File: config.mk
export PLATFORM = sky130hd
export DESIGN_NAME = multicycle_control_flat
export DESIGN_NICKNAME = d
export VERILOG_FILES = /design/src/rtl/mips_ctrl_pkg.sv /design/src/rtl/multicycle_control_if.sv /design/src/rtl/multicycle_control_decode.sv /design/src/rtl/multicycle_control.sv /design/src/flat_wrapper.sv
export SDC_FILE = /design/constraint.sdc
export NUM_CORES = 1
export LEC_CHECK = 0
export ABC_AREA = 1
export CELL_PAD_IN_SITES_DETAIL_PLACEMENT = 1
export CELL_PAD_IN_SITES_GLOBAL_PLACEMENT = 2
export CORE_MARGIN = 3
export CORE_UTILIZATION = 18
export CTS_CLUSTER_DIAMETER = 30
export DETAILED_ROUTE_END_ITERATION = 12
export GPL_TIMING_DRIVEN = 0
export PLACE_DENSITY = 0.79
export SLEW_MARGIN = 15
export SYNTH_ARGS = -nofsm -noshare
export SYNTH_HDL_FRONTEND = slang
export SYNTH_SLANG_ARGS = --single-unit
export TNS_END_PERCENT = 50
File: constraint.sdc
create_clock -name clk -period 1.65 [get_ports clk]
set_clock_uncertainty 0.15 [all_clocks]
set_input_delay 0.2475 -clock clk [delete_from_list [all_inputs] [get_ports clk]]
set_output_delay 0.2475 -clock clk [all_outputs]
set_load 0.02 [all_outputs]
File: src/rtl/mips_ctrl_pkg.sv
// Shared encodings for the multicycle MIPS-subset control unit: opcodes,
// ALU operation codes, FSM states, datapath mux selects and opcode classification.
package mips_ctrl_pkg;

    localparam int unsigned OP_R     = 0;
    localparam int unsigned OP_J     = 2;
    localparam int unsigned OP_JAL   = 3;
    localparam int unsigned OP_BEQ   = 4;
    localparam int unsigned OP_BNE   = 5;
    localparam int unsigned OP_ADDI  = 8;
    localparam int unsigned OP_SLTI  = 10;
    localparam int unsigned OP_SLTIU = 11;
    localparam int unsigned OP_ANDI  = 12;
    localparam int unsigned OP_ORI   = 13;
    localparam int unsigned OP_XORI  = 14;
    localparam int unsigned OP_LUI   = 15;
    localparam int unsigned OP_LW    = 35;
    localparam int unsigned OP_SW    = 43;
    localparam int unsigned FN_JR    = 8;

    localparam logic [3:0] ALU_NONE   = 4'd0;
    localparam logic [3:0] ALU_ADD    = 4'd1;
    localparam logic [3:0] ALU_AND    = 4'd2;
    localparam logic [3:0] ALU_OR     = 4'd3;
    localparam logic [3:0] ALU_XOR    = 4'd4;
    localparam logic [3:0] ALU_SUB_EQ = 4'd5;
    localparam logic [3:0] ALU_SUB_NE = 4'd6;
    localparam logic [3:0] ALU_SLT    = 4'd7;
    localparam logic [3:0] ALU_SLTU   = 4'd8;
    localparam logic [3:0] ALU_LUI    = 4'd9;
    localparam logic [3:0] ALU_FUNCT  = 4'd15;

    localparam logic [1:0] M2R_ALUOUT = 2'd0;
    localparam logic [1:0] M2R_MDR    = 2'd1;
    localparam logic [1:0] M2R_PC     = 2'd2;

    localparam logic [1:0] DST_RT = 2'd0;
    localparam logic [1:0] DST_RD = 2'd1;
    localparam logic [1:0] DST_RA = 2'd2;

    localparam logic [1:0] SRCB_REGB  = 2'd0;
    localparam logic [1:0] SRCB_FOUR  = 2'd1;
    localparam logic [1:0] SRCB_IMM   = 2'd2;
    localparam logic [1:0] SRCB_BROFF = 2'd3;

    localparam logic [1:0] PCS_ALU    = 2'd0;
    localparam logic [1:0] PCS_ALUOUT = 2'd1;
    localparam logic [1:0] PCS_JUMP   = 2'd2;
    localparam logic [1:0] PCS_REGA   = 2'd3;

    typedef enum logic [3:0] {
        S_FETCH,
        S_DECODE,
        S_EXEC_R,
        S_EXEC_I,
        S_ADDR,
        S_MEM_RD,
        S_MEM_WR,
        S_WB_ALU,
        S_WB_MEM,
        S_BRANCH,
        S_JUMP,
        S_JUMP_REG
    } state_t;

    typedef enum logic [2:0] {
        CL_R,
        CL_JR,
        CL_IARITH,
        CL_LOAD,
        CL_STORE,
        CL_BRANCH,
        CL_JUMP,
        CL_ILLEGAL
    } op_class_t;

    // Operands arrive zero-extended to 32 bits so any opcode/funct width compares cleanly.
    function automatic op_class_t classify(input logic [31:0] op, input logic [31:0] fn);
        op_class_t cls;
        case (op)
            OP_R:                            cls = (fn == FN_JR) ? CL_JR : CL_R;
            OP_ADDI, OP_SLTI, OP_SLTIU,
            OP_ANDI, OP_ORI, OP_XORI, OP_LUI: cls = CL_IARITH;
            OP_LW:                           cls = CL_LOAD;
            OP_SW:                           cls = CL_STORE;
            OP_BEQ, OP_BNE:                  cls = CL_BRANCH;
            OP_J, OP_JAL:                    cls = CL_JUMP;
            default:                         cls = CL_ILLEGAL;
        endcase
        return cls;
    endfunction

    function automatic logic [3:0] iarith_alu(input logic [31:0] op);
        logic [3:0] code;
        case (op)
            OP_ANDI:  code = ALU_AND;
            OP_ORI:   code = ALU_OR;
            OP_XORI:  code = ALU_XOR;
            OP_SLTI:  code = ALU_SLT;
            OP_SLTIU: code = ALU_SLTU;
            OP_LUI:   code = ALU_LUI;
            default:  code = ALU_ADD;
        endcase
        return code;
    endfunction

    function automatic logic iarith_zext(input logic [31:0] op);
        return (op == OP_ANDI) || (op == OP_ORI) || (op == OP_XORI);
    endfunction

endpackage

File: src/rtl/multicycle_control_if.sv
// Bundle between the multicycle controller, the instruction register,
// the unified memory handshake and the datapath mux/strobe inputs.
interface multicycle_control_if #(
    parameter int OPCODE_W = 6,
    parameter int FUNCT_W  = 6,
    parameter int ALUOP_W  = 4
);
    logic [OPCODE_W-1:0] opcode;
    logic [FUNCT_W-1:0]  funct;
    logic                mem_ready;

    logic                pc_write;
    logic                pc_write_cond;
    logic                ir_write;
    logic                iord;
    logic                mem_read;
    logic                mem_write;
    logic [1:0]          mem_to_reg;
    logic [1:0]          reg_dst;
    logic                reg_write;
    logic                alu_src_a;
    logic [1:0]          alu_src_b;
    logic                ext_zero;
    logic [ALUOP_W-1:0]  alu_op;
    logic [1:0]          pc_src;
    logic                branch_ne;
    logic                instr_done;
    logic                illegal;

    modport master (
        input  opcode, funct, mem_ready,
        output pc_write, pc_write_cond, ir_write, iord, mem_read, mem_write,
               mem_to_reg, reg_dst, reg_write, alu_src_a, alu_src_b, ext_zero,
               alu_op, pc_src, branch_ne, instr_done, illegal
    );

    modport slave (
        output opcode, funct, mem_ready,
        input  pc_write, pc_write_cond, ir_write, iord, mem_read, mem_write,
               mem_to_reg, reg_dst, reg_write, alu_src_a, alu_src_b, ext_zero,
               alu_op, pc_src, branch_ne, instr_done, illegal
    );
endinterface

File: src/rtl/multicycle_control_decode.sv
// Combinational output decode: maps the current state plus opcode/funct to the
// datapath control bundle; everything is forced low while inactive (in reset).
module ctrl_decode
    import mips_ctrl_pkg::*;
#(
    parameter int OPCODE_W = 6,
    parameter int FUNCT_W  = 6,
    parameter int ALUOP_W  = 4
) (
    input  logic                active,
    input  state_t              state,
    input  logic [OPCODE_W-1:0] opcode,
    input  logic [FUNCT_W-1:0]  funct,
    input  logic                mem_ready,
    output op_class_t           op_class,
    output logic                pc_write,
    output logic                pc_write_cond,
    output logic                ir_write,
    output logic                iord,
    output logic                mem_read,
    output logic                mem_write,
    output logic [1:0]          mem_to_reg,
    output logic [1:0]          reg_dst,
    output logic                reg_write,
    output logic                alu_src_a,
    output logic [1:0]          alu_src_b,
    output logic                ext_zero,
    output logic [ALUOP_W-1:0]  alu_op,
    output logic [1:0]          pc_src,
    output logic                branch_ne,
    output logic                instr_done,
    output logic                illegal
);

    logic [31:0] op_ext;
    logic [31:0] fn_ext;
    logic [3:0]  alu_code;

    assign op_ext   = 32'(opcode);
    assign fn_ext   = 32'(funct);
    assign op_class = classify(op_ext, fn_ext);
    assign alu_op   = ALUOP_W'(alu_code);

    always_comb begin
        pc_write      = 1'b0;
        pc_write_cond = 1'b0;
        ir_write      = 1'b0;
        iord          = 1'b0;
        mem_read      = 1'b0;
        mem_write     = 1'b0;
        mem_to_reg    = M2R_ALUOUT;
        reg_dst       = DST_RT;
        reg_write     = 1'b0;
        alu_src_a     = 1'b0;
        alu_src_b     = SRCB_REGB;
        ext_zero      = 1'b0;
        alu_code      = ALU_NONE;
        pc_src        = PCS_ALU;
        branch_ne     = 1'b0;
        instr_done    = 1'b0;
        illegal       = 1'b0;

        if (active) begin
            case (state)
                S_FETCH: begin
                    // PC+4 is computed every fetch cycle; it only lands when memory is ready.
                    mem_read  = 1'b1;
                    alu_src_b = SRCB_FOUR;
                    alu_code  = ALU_ADD;
                    ir_write  = mem_ready;
                    pc_write  = mem_ready;
                end
                S_DECODE: begin
                    alu_src_b = SRCB_BROFF;
                    alu_code  = ALU_ADD;
                    if (op_class == CL_ILLEGAL) begin
                        illegal    = 1'b1;
                        instr_done = 1'b1;
                    end
                end
                S_EXEC_R: begin
                    alu_src_a = 1'b1;
                    alu_src_b = SRCB_REGB;
                    alu_code  = ALU_FUNCT;
                end
                S_EXEC_I: begin
                    alu_src_a = 1'b1;
                    alu_src_b = SRCB_IMM;
                    ext_zero  = iarith_zext(op_ext);
                    alu_code  = iarith_alu(op_ext);
                end
                S_ADDR: begin
                    alu_src_a = 1'b1;
                    alu_src_b = SRCB_IMM;
                    alu_code  = ALU_ADD;
                end
                S_MEM_RD: begin
                    mem_read = 1'b1;
                    iord     = 1'b1;
                end
                S_MEM_WR: begin
                    mem_write  = 1'b1;
                    iord       = 1'b1;
                    instr_done = mem_ready;
                end
                S_WB_ALU: begin
                    reg_write  = 1'b1;
                    mem_to_reg = M2R_ALUOUT;
                    reg_dst    = (op_class == CL_R) ? DST_RD : DST_RT;
                    instr_done = 1'b1;
                end
                S_WB_MEM: begin
                    reg_write  = 1'b1;
                    mem_to_reg = M2R_MDR;
                    reg_dst    = DST_RT;
                    instr_done = 1'b1;
                end
                S_BRANCH: begin
                    alu_src_a     = 1'b1;
                    alu_src_b     = SRCB_REGB;
                    alu_code      = (op_ext == OP_BNE) ? ALU_SUB_NE : ALU_SUB_EQ;
                    pc_write_cond = 1'b1;
                    pc_src        = PCS_ALUOUT;
                    branch_ne     = (op_ext == OP_BNE);
                    instr_done    = 1'b1;
                end
                S_JUMP: begin
                    pc_write   = 1'b1;
                    pc_src     = PCS_JUMP;
                    instr_done = 1'b1;
                    // jal links PC (already advanced in FETCH) into $31.
                    if (op_ext == OP_JAL) begin
                        reg_write  = 1'b1;
                        reg_dst    = DST_RA;
                        mem_to_reg = M2R_PC;
                    end
                end
                S_JUMP_REG: begin
                    pc_write   = 1'b1;
                    pc_src     = PCS_REGA;
                    instr_done = 1'b1;
                end
                default: begin
                    alu_code = ALU_NONE;
                end
            endcase
        end
    end

endmodule

File: src/rtl/multicycle_control.sv
// Multicycle control unit: registered instruction-sequencing FSM; the output
// bundle is decoded combinationally from the state and the current IR fields.
module multicycle_control
    import mips_ctrl_pkg::*;
#(
    parameter int OPCODE_W = 6,
    parameter int FUNCT_W  = 6,
    parameter int ALUOP_W  = 4
) (
    input  logic                 clk,
    input  logic                 rst_n,
    multicycle_control_if.master bus
);

    state_t    state_reg;
    state_t    state_next;
    op_class_t op_class;

    always_ff @(posedge clk or negedge rst_n) begin
        if (!rst_n) begin
            state_reg <= S_FETCH;
        end else begin
            state_reg <= state_next;
        end
    end

    always_comb begin
        state_next = state_reg;
        case (state_reg)
            S_FETCH: begin
                if (bus.mem_ready) begin
                    state_next = S_DECODE;
                end
            end
            S_DECODE: begin
                case (op_class)
                    CL_R:              state_next = S_EXEC_R;
                    CL_JR:             state_next = S_JUMP_REG;
                    CL_IARITH:         state_next = S_EXEC_I;
                    CL_LOAD, CL_STORE: state_next = S_ADDR;
                    CL_BRANCH:         state_next = S_BRANCH;
                    CL_JUMP:           state_next = S_JUMP;
                    default:           state_next = S_FETCH;
                endcase
            end
            S_EXEC_R, S_EXEC_I: state_next = S_WB_ALU;
            S_ADDR: begin
                state_next = (op_class == CL_STORE) ? S_MEM_WR : S_MEM_RD;
            end
            // Memory states hold until the handshake completes.
            S_MEM_RD: begin
                if (bus.mem_ready) begin
                    state_next = S_WB_MEM;
                end
            end
            S_MEM_WR: begin
                if (bus.mem_ready) begin
                    state_next = S_FETCH;
                end
            end
            default: state_next = S_FETCH;
        endcase
    end

    ctrl_decode #(
        .OPCODE_W (OPCODE_W),
        .FUNCT_W  (FUNCT_W),
        .ALUOP_W  (ALUOP_W)
    ) u_decode (
        .active        (rst_n),
        .state         (state_reg),
        .opcode        (bus.opcode),
        .funct         (bus.funct),
        .mem_ready     (bus.mem_ready),
        .op_class      (op_class),
        .pc_write      (bus.pc_write),
        .pc_write_cond (bus.pc_write_cond),
        .ir_write      (bus.ir_write),
        .iord          (bus.iord),
        .mem_read      (bus.mem_read),
        .mem_write     (bus.mem_write),
        .mem_to_reg    (bus.mem_to_reg),
        .reg_dst       (bus.reg_dst),
        .reg_write     (bus.reg_write),
        .alu_src_a     (bus.alu_src_a),
        .alu_src_b     (bus.alu_src_b),
        .ext_zero      (bus.ext_zero),
        .alu_op        (bus.alu_op),
        .pc_src        (bus.pc_src),
        .branch_ne     (bus.branch_ne),
        .instr_done    (bus.instr_done),
        .illegal       (bus.illegal)
    );

endmodule

File: src/flat_wrapper.sv
// flat-port wrapper written by rule: the top's interface ports become plain ports
module multicycle_control_flat import mips_ctrl_pkg::*;
#(
    parameter int OPCODE_W = 6,
    parameter int FUNCT_W  = 6,
    parameter int ALUOP_W  = 4
)
  (clk, rst_n, bus_opcode, bus_funct, bus_mem_ready, bus_pc_write, bus_pc_write_cond, bus_ir_write, bus_iord, bus_mem_read, bus_mem_write, bus_mem_to_reg, bus_reg_dst, bus_reg_write, bus_alu_src_a, bus_alu_src_b, bus_ext_zero, bus_alu_op, bus_pc_src, bus_branch_ne, bus_instr_done, bus_illegal);
  multicycle_control_if #(.OPCODE_W(OPCODE_W), .FUNCT_W(FUNCT_W), .ALUOP_W(ALUOP_W)) bus_i ();
  input  logic clk;
  input  logic rst_n;
  input wire logic [$bits(bus_i.opcode)-1:0] bus_opcode;
  input wire logic [$bits(bus_i.funct)-1:0] bus_funct;
  input wire logic [$bits(bus_i.mem_ready)-1:0] bus_mem_ready;
  output wire logic [$bits(bus_i.pc_write)-1:0] bus_pc_write;
  output wire logic [$bits(bus_i.pc_write_cond)-1:0] bus_pc_write_cond;
  output wire logic [$bits(bus_i.ir_write)-1:0] bus_ir_write;
  output wire logic [$bits(bus_i.iord)-1:0] bus_iord;
  output wire logic [$bits(bus_i.mem_read)-1:0] bus_mem_read;
  output wire logic [$bits(bus_i.mem_write)-1:0] bus_mem_write;
  output wire logic [$bits(bus_i.mem_to_reg)-1:0] bus_mem_to_reg;
  output wire logic [$bits(bus_i.reg_dst)-1:0] bus_reg_dst;
  output wire logic [$bits(bus_i.reg_write)-1:0] bus_reg_write;
  output wire logic [$bits(bus_i.alu_src_a)-1:0] bus_alu_src_a;
  output wire logic [$bits(bus_i.alu_src_b)-1:0] bus_alu_src_b;
  output wire logic [$bits(bus_i.ext_zero)-1:0] bus_ext_zero;
  output wire logic [$bits(bus_i.alu_op)-1:0] bus_alu_op;
  output wire logic [$bits(bus_i.pc_src)-1:0] bus_pc_src;
  output wire logic [$bits(bus_i.branch_ne)-1:0] bus_branch_ne;
  output wire logic [$bits(bus_i.instr_done)-1:0] bus_instr_done;
  output wire logic [$bits(bus_i.illegal)-1:0] bus_illegal;
  assign bus_i.opcode = bus_opcode;
  assign bus_i.funct = bus_funct;
  assign bus_i.mem_ready = bus_mem_ready;
  assign bus_pc_write = bus_i.pc_write;
  assign bus_pc_write_cond = bus_i.pc_write_cond;
  assign bus_ir_write = bus_i.ir_write;
  assign bus_iord = bus_i.iord;
  assign bus_mem_read = bus_i.mem_read;
  assign bus_mem_write = bus_i.mem_write;
  assign bus_mem_to_reg = bus_i.mem_to_reg;
  assign bus_reg_dst = bus_i.reg_dst;
  assign bus_reg_write = bus_i.reg_write;
  assign bus_alu_src_a = bus_i.alu_src_a;
  assign bus_alu_src_b = bus_i.alu_src_b;
  assign bus_ext_zero = bus_i.ext_zero;
  assign bus_alu_op = bus_i.alu_op;
  assign bus_pc_src = bus_i.pc_src;
  assign bus_branch_ne = bus_i.branch_ne;
  assign bus_instr_done = bus_i.instr_done;
  assign bus_illegal = bus_i.illegal;
  multicycle_control #(.OPCODE_W(OPCODE_W), .FUNCT_W(FUNCT_W), .ALUOP_W(ALUOP_W)) u_core (.clk(clk), .rst_n(rst_n), .bus(bus_i));
endmodule
* Word-level counts from Yosys, hierarchy flattened *
Cells that the tools add are included.

word-level totals
  output and inout bits = 24
  memory bits (writable) = 0
  input bits = 15
  bits in registers = 4
  word-level logic and storage cells = 103
  memories kept = 0
  bits in read-only memories = 0
  latch bits = 0

operators by class
  shift operators = 0
  add/subtract/negate cells = 0
  divide/modulo/power cells = 0
  multipliers = 0
  order comparisons = 0
  mux-type cells = 48
  bitwise operators = 0
  reductions and logical operators = 19
  equal/unequal tests = 35

operator list
  operator              number
  $pmux W4 S6           3
  $eq A6 B4 Y1 const B  8
  $logic_not A32 Y1     1
  $mux W1               25
  $pmux W3 S6           1
  $reduce_or A2 Y1      9
  $eq A4 B3 Y1 const B  4
  $eq A4 B4 Y1 const B  4
  $mux W4               4
  $pmux W4 S4           1
  $mux W2               7
  $eq A3 B3 Y1 const B  4
  $eq A6 B2 Y1 const B  2
  $eq A6 B3 Y1 const B  2
  $eq A6 B6 Y1 const B  2
  $pmux W2 S3           2
  $eq A4 B2 Y1 const B  2
  $pmux W2 S2           2
  $reduce_or A7 Y1      1
  $eq A3 B2 Y1 const B  2
  $ne A2 B2 Y1 const B  3
  $reduce_or A5 Y1      1
  $eq A4 B1 Y1 const B  1
  $logic_not A4 Y1      1
  other kinds (8)       10

* Longest topological paths before layout *
  depth after elaboration = 7
  depth in mapped cells = 12
  depth with buffers taken out = 12

* Hierarchy *
Synthesis repeated with hierarchy kept, for this count alone.

second synthesis, totals
  cells, all modules = 180
  area, all modules = 937.1 um^2

by module, submodules not included
  module              cells each  area an instance (um^2)  instances  sequential area each (um^2)
  ctrl_decode         126         610.6                    1          0.0
  multicycle_control  54          326.6                    1          100.1

* Worst setup path before layout *
Ideal clock, no wire load.

  kind = register -> output
  from = register u_core.state_reg[2]
  to = output bus_reg_write
  slack = -0.462 ns
  data required time = 1.252 ns
  arrival = 1.714 ns
  cell stages (with the launch flop) = 7
  cells stage by stage = dfrtp_1 -> nor2_1 -> inv_1 -> nor2_1 -> inv_1 -> nor4_1 -> or3_1

on the way
  longest elaborated chain between the ends = 4

ends and longest elaborated chain
  what                                                 RTL line                         RTL
  start: declaration                                   multicycle_control.sv:15         state_t state_reg;
  start signal: assignment                             multicycle_control.sv:23         state_reg <= state_next;
  $eq A4 B4 Y1 / $eq A4 B3 Y1 (equally long branches)  multicycle_control_decode.sv:64  case (state)
  $reduce_or A2 Y1 (no source line)                    --
  $pmux W1 S2 *                                        multicycle_control_decode.sv:64
  $mux W1 *                                            multicycle_control_decode.sv:63  if (active) begin
  end: declaration                                     flat_wrapper.sv:23               output wire logic [$bits(bus_i.reg_write)-1:0] bus_reg_write;

Mark *: on every way between the ends. The rest lies on a longest branch, timed or not.

* Worst setup path in the final report *
Ends and elaborated chain as after synthesis.

==> run summary <==
The flow ran to the end, but the final reports show violations. The checks that failed: negative setup slack. The worst ir drop on vdd came out at 0.386 mV. The detail route stage leaves a number of antenna-violating nets equal to 0.

At the pin with the least slew margin, the transition time is 370 ps. nor2_1 takes more of the synthesized area than any other cell. The top cell type's share of synthesized area was 0.203; the detailed-routed wire length on met2 was 1900 µm.

The tools report the largest net degree at the start of global routing as 11. From bottom edge to top edge, the die measures 74.0 µm. Detailed placement finished with a half-perimeter wire length of 2750 µm. The via count of the first global-routing pass was 1285. The run gives 0.368 as the final core utilization.

In the synthesized netlist the dominant register cell turns out to be dfrtp_1. TritonCTS built the clock tree. The share of the yosys chip area belonging to registers was 0.120.

In this design, the critical path's most frequently occurring cell is inv_2. Synthesis handed over a netlist of 158 instances. The overall routing resource usage came out at 0.134. After detailed routing, the number of remaining DRC violations is 0. The highest layer touched by signal routing is met3. The tools report the iteration count of the initial detailed-routing pass as 4.

Number of design-rule violations left by the first detailed-router iteration: 49. Summed over all cells, the static leakage comes to 0.735 nW. The final setup slack of the worst path is -334 ps, and the post-synthesis to final-layout area growth is 95.3%. The number of H-tree levels is 1.

After global routing the overflow that remains totals 0. The path category of the worst min-delay check was in2reg. The switching share of total power is 0.539. Among all stages on the critical path, the largest delay is contributed by dfrtp_2. The run gives 5470 µm² as the area of the die.

The number of rows created at floorplan is 24, and the number of antenna cells inserted is 0. The sequential share of power is 0.122, and the biggest cell delay along the critical path is 440 ps. Clock group share of total power: 0.111. The count of buffers added on input and output ports is 38. The number of hold violations in the final report is 0, and the number of buffers inserted during clock tree synthesis is 3. The per-instance average area after synthesis is 5.27 µm², and the net switching power figure is 0.987 mW.

Total power divided by cell area: 1130 nW/µm². Clock-pin slew was measured on the worst setup and hold paths at 30 ps. The number of antenna violations at the first check in global routing is 0, and the clock sink total is 4. The run gives 1213 as the count of vias placed by the detailed router. Clock insertion delay at the later pin of the skew report: 220 ps. The tools report the final setup violation count as 23. The number of flip-flops under the largest register name was 4.

During I/O placement, the number of pins put on the boundary was 39. Post-detailed-routing wire length: 3590 µm. The most common library cell in the layout ignoring fill and taps was buf_4. The worst-case clock buffer depth was 2; the minimum period implied by the final worst setup slack was 1980 ps.

The share of the clock period used by the worst path was 1.20. STA classifies the critical path endpoint as an output pin. The cell sitting at the root of the clock tree is a clkbuf_8. The start-to-end type of the worst setup path was reg2out. The first global-routing pass estimated 5840 µm of wire. Setup repair after global routing could not meet its margin everywhere. Leaving out fill and tap cells, the most frequent cells in the layout are buf_4 (35), nor2_1 (27), inv_2 (17), nand2_1 (17), nor2_4 (16). The Yosys step of the flow raised 0 warnings. The signal on the critical path passes through inv_2, nor2_2, inv_2, nor2_4, nand2_2, inv_2, or3_4, buf_6. When the netlist entered floorplanning its net count stood at 173. Starting utilization of the core area: 0.188. Counting flops and latches in the post-synthesis netlist gives 4. Cell internal power was estimated by the tool at 0.845 mW. In this run, synthesis inferred 0 flip-flops with an integrated enable. The critical path data arrival time is 1590 ps. Yosys attributes the largest share of cell area to nor2_1 (20%), inv_1 (14%), dfrtp_1 (12%), nand2_1 (9.5%), nand3_1 (7.2%). The mapped netlist covers 832 µm². The count of distinct cell types in the synthesized netlist came out at 28. After detailed routing, the number of vias per cell comes to 4.51. The tool flagged a number of max-cap violations equal to 0. The detailed-routed wire length on met3 came out at 156 µm. The worst endpoint required time is 1250 ps, and the width of the chip is 74.0 µm.

The critical-path maximum fanout is 4, and the final routed wire length divided by cell count is 13.3 µm. The tools report the number of pins with negative max-slew slack in the final report as 0. The worst setup path is launched from a flip-flop. The ratio of cells with drive above 1 in the final layout is 0.581, and the post-placement worst setup slack is -1250 ps. The run gives 0.865 as the routability congestion estimate.

The proportion of register bits with asynchronous set or reset after synthesis is 1.00, and the wire length on met1 is 1530 µm. For this run, the top clock speed supported by timing is 504 MHz. The core region is 4410 µm². The worst slew slack as a fraction of its limit is 0.750, and the number of nets in the final layout is 234.

The part of the total power dissipated in combinational logic was 0.767.
cell type report:
| type | instances | area (µm²) |
|---|---|---|
| Fill cell | 565 | 2790 |
| Timing Repair Buffer | 56 | 449 |
| Sequential cell | 4 | 105 |
| Buffer | 2 | 16.3 |
| Inverter | 33 | 131 |
| Multi-Input combinational cell | 119 | 817 |
| Clock buffer | 3 | 41.3 |
| Tap cell | 52 | 65.1 |
timing repair:
action / in CTS / in global routing
pin swaps: 18 / 11
resized for setup: 200 / 32
buffers inserted: 14 / 2
cloned: 1 / 0
endpoints found under the hold margin: 4 / 0
endpoints found under the setup margin: 28 / 27
hold buffers: 1 / 0
power by group through the flow:
stage	registers, mW	clock network, mW	logic [mW]
after floorplan	0.182	0	0.641
final	0.224	0.203	1.41
after detailed placement	0.197	0	1.04
after global placement	0.196	0	1.04
after global routing	0.231	0.216	1.54
after CTS	0.210	0.209	1.22
logic make-up after synthesis:
| kind of cell | after synthesis | synth area share |
|---|---|---|
| compound gates | 19 | 0.144 |
| buf+inv | 35 | 0.170 |
| flops | 4 | 0.120 |
| simple gates | 100 | 0.565 |
per-stage QoR:
step / area, µm² / hold WS (ps) / power, mW / instances / setup TNS (ps)
final: 1630 / 485 / 1.83 / 269 / -4320
after global routing: 1630 / 543 / 1.98 / 269 / -6680
after CTS: 1510 / 500 / 1.64 / 267 / -4960
after detailed placement: 1300 / 365 / 1.23 / 248 / -23880
after global placement: 1300 / 365 / 1.24 / 248 / -24040
after floorplan: 858 / -198 / 0.823 / 158 / -425
path summary, 6_finish.rpt:
check	start	end	slack (ps)	depth (start not counted)
max in group asynchronous	rst_n	u_core.state_reg[1]	640	2
max reg2reg	u_core.state_reg[2]	u_core.state_reg[2]	130	8
min in group asynchronous	rst_n	u_core.state_reg[3]	510	2
min	bus_opcode[4]	u_core.state_reg[2]	480	6
max	u_core.state_reg[2]	bus_reg_write	-330	8
min reg2reg	u_core.state_reg[2]	u_core.state_reg[2]	530	2
worst max-delay path, delay by kind of cell (launching register included):
| kind | cells | cell delay [ps] |
|---|---|---|
| and+or+nand+nor | 4 | 530 |
| DFF | 1 | 440 |
| buffers and inverters | 4 | 400 |
cell usage after synthesis (2+ instances only):
master	n
dfrtp_1	4
nor3_1	3
nor2_1	45
o211ai_1	3
a31oi_1	3
nor4_1	3
nor2_4	3
inv_1	30
nand2_2	3
nand3_1	12
nand2_1	21
inv_2	2
nor2_2	5
a21oi_1	7
per-layer routing:
layer / vias to the layer above / GRT usage
met4: 0 / 0.00604
met3: 0 / 0.0270
met5: - / 0
li1: 623 / -
met2: 20 / 0.245
met1: 570 / 0.169
Power figures use the tool's default switching activity.
==> RTL change (same settings) <==
The 12 states of `state_t` get a one-hot encoding in 12 bits.
--- a/src/rtl/mips_ctrl_pkg.sv
+++ b/src/rtl/mips_ctrl_pkg.sv
@@ -48,19 +48,19 @@
     localparam logic [1:0] PCS_JUMP   = 2'd2;
     localparam logic [1:0] PCS_REGA   = 2'd3;
 
-    typedef enum logic [3:0] {
-        S_FETCH,
-        S_DECODE,
-        S_EXEC_R,
-        S_EXEC_I,
-        S_ADDR,
-        S_MEM_RD,
-        S_MEM_WR,
-        S_WB_ALU,
-        S_WB_MEM,
-        S_BRANCH,
-        S_JUMP,
-        S_JUMP_REG
+    typedef enum logic [11:0] {
+        S_FETCH    = 12'b000000000001,
+        S_DECODE   = 12'b000000000010,
+        S_EXEC_R   = 12'b000000000100,
+        S_EXEC_I   = 12'b000000001000,
+        S_ADDR     = 12'b000000010000,
+        S_MEM_RD   = 12'b000000100000,
+        S_MEM_WR   = 12'b000001000000,
+        S_WB_ALU   = 12'b000010000000,
+        S_WB_MEM   = 12'b000100000000,
+        S_BRANCH   = 12'b001000000000,
+        S_JUMP     = 12'b010000000000,
+        S_JUMP_REG = 12'b100000000000
     } state_t;
 
     typedef enum logic [2:0] {
Formal check against the unedited RTL: no difference found for any inputs over 10 cycles, from zero or initial values and one cycle with rst_n low; not proved beyond that.
==> RTL change against the original RTL <==
The run still ends with negative setup slack left. Largest cell class unchanged. Global-route usage down 0.64 points. Via count up 27%. Die area up 39%. Total power down 6.8%. Synthesized area up 43%. Final area up 39%. Sequential cell count up 8. Critical path type unchanged. First-iteration DRC count down 29%. Largest power group unchanged. Worst setup slack worse by 300 ps. Routed wire length up 34%. Register-to-register slack worse by 320 ps. Cell count up 28%.
==> RTL change: results (changes against the original RTL) <==
[status]
outcome=finished, violations left
violations=negative setup slack

[grt]
grt_pass1_vias=1573  ; +22%
grtUsageMet2_pct=21.23  ; -3.3 points
grt_usage_pct=12.73  ; -0.64 points
use_met3_pct=1.987  ; -0.72 points
grt_util_met1_pct=16.85  ; -0.077 points

[final_layout]
area_delta_synth_final_pct=90.53
multi_input_area_mm2=0.001077  ; +32%
multi_input_gates=151  ; +27%
nNetsFinal=284  ; +21%
layout.cells.non_filler=343  ; +28%
bufAreaShareNonClock_pct=27.73  ; -0.90 points
nonClockInverterCount=31  ; -6.1%
clkCellAreaFrac_pct=1.989  ; -0.55 points
sh_seq_area_pct=13.31  ; +6.8 points
drive_gt1_share_pct=50.37  ; -7.7 points
signal_buffers=70  ; +21%

[pwr]
p_int_uw=982.3  ; +16%
powerClk_uw=279  ; +37%
comb_power_share_pct=63.0  ; -14 points
leakagePower_uw=0.001129  ; +54%
p_total_uw=1708  ; -6.8%

[sta]
setup_ws_ps=-634.8  ; -301.2 ps
setup_viol=31  ; +35%
timing.setup.tns_ps=-11630  ; -7308 ps

[placement]
dp_worst_setup_slack_ps=-1731  ; -483.8 ps
dp_hpwl_mm=3.447  ; +25%
dp_cells=310  ; +25%
place.gp.congestion=0.8176  ; -5.4%

[yosys]
synth_area_leaders=dfrtp_1 (23%), nor2_1 (13%), nand2_1 (12%)
synth_seq_cells=12  ; +8
syn_inst=197  ; +25%
seq_area_frac_synth_pct=25.37  ; +13 points
synth_common_cells=nor2_1 (42), nand2_1 (38), inv_1 (28), nand3_1 (23), dfrtp_1 (11)
synth_fp_nets=212  ; +23%
ys_types=26  ; -7.1%

[setup_path]
critPathMaxStageDelay_ps=560  ; +120 ps
r2r_cells=10  ; +2
worstPathMaxFanout=5  ; +1
cpMaxStageDelayCell=dfstp_2
cp_data_arrival_time_ps=1890  ; +300 ps

[clock_tree]
clk_pin_slew_ps=50  ; +20 ps
ctsRootBufferMaster=clkbuf_8
clock_latency_ps=240  ; +20 ps

[routing]
wl_met3_um=159  ; +1.9%
vias=1543  ; +27%
routed.top_layer=met4
drtIter0Drc=35  ; -29%
wl_met2_mm=2.359  ; +24%
totalWireLength_mm=4.807  ; +34%
met1_length_mm=2.216  ; +45%
dr.pass1.iters=3  ; -1

[hold_path]
holdPathStages=4  ; -2

[die]
dieArea_mm2=0.007614  ; +39%

RTL change: path summary, 6_finish.rpt:
path / start / to / slack (ps)
setup / recovery: u_core.state_reg[0] / bus_instr_done / -630
hold / removal: bus_opcode[4] / u_core.state_reg[4] / 250
setup reg to reg: u_core.state_reg[9] / u_core.state_reg[0] / -190
hold reg to reg: u_core.state_reg[0] / u_core.state_reg[0] / 400
max in group asynchronous: rst_n / u_core.state_reg[4] / 560
min in group asynchronous: rst_n / u_core.state_reg[5] / 410
RTL change: repair_timing:
item | CTS | global route
setup buffers | 14 | 15
gates resized for setup | 196 | 22
pin swaps | 22 | 17
endpoints found under the setup margin | 32 | 31
endpoints found under the hold margin | 12 | 0
hold buffers | 1 | 0
RTL change: kinds of logic (layout without fill, tap and decap cells):
kind of cell    after synthesis  count (layout)  share of synthesized area, %
compound gates               18              18                         8.948
buf+inv                      34             105                         11.37
simple gates                133             133                         54.32
flops                        12              12                         25.37
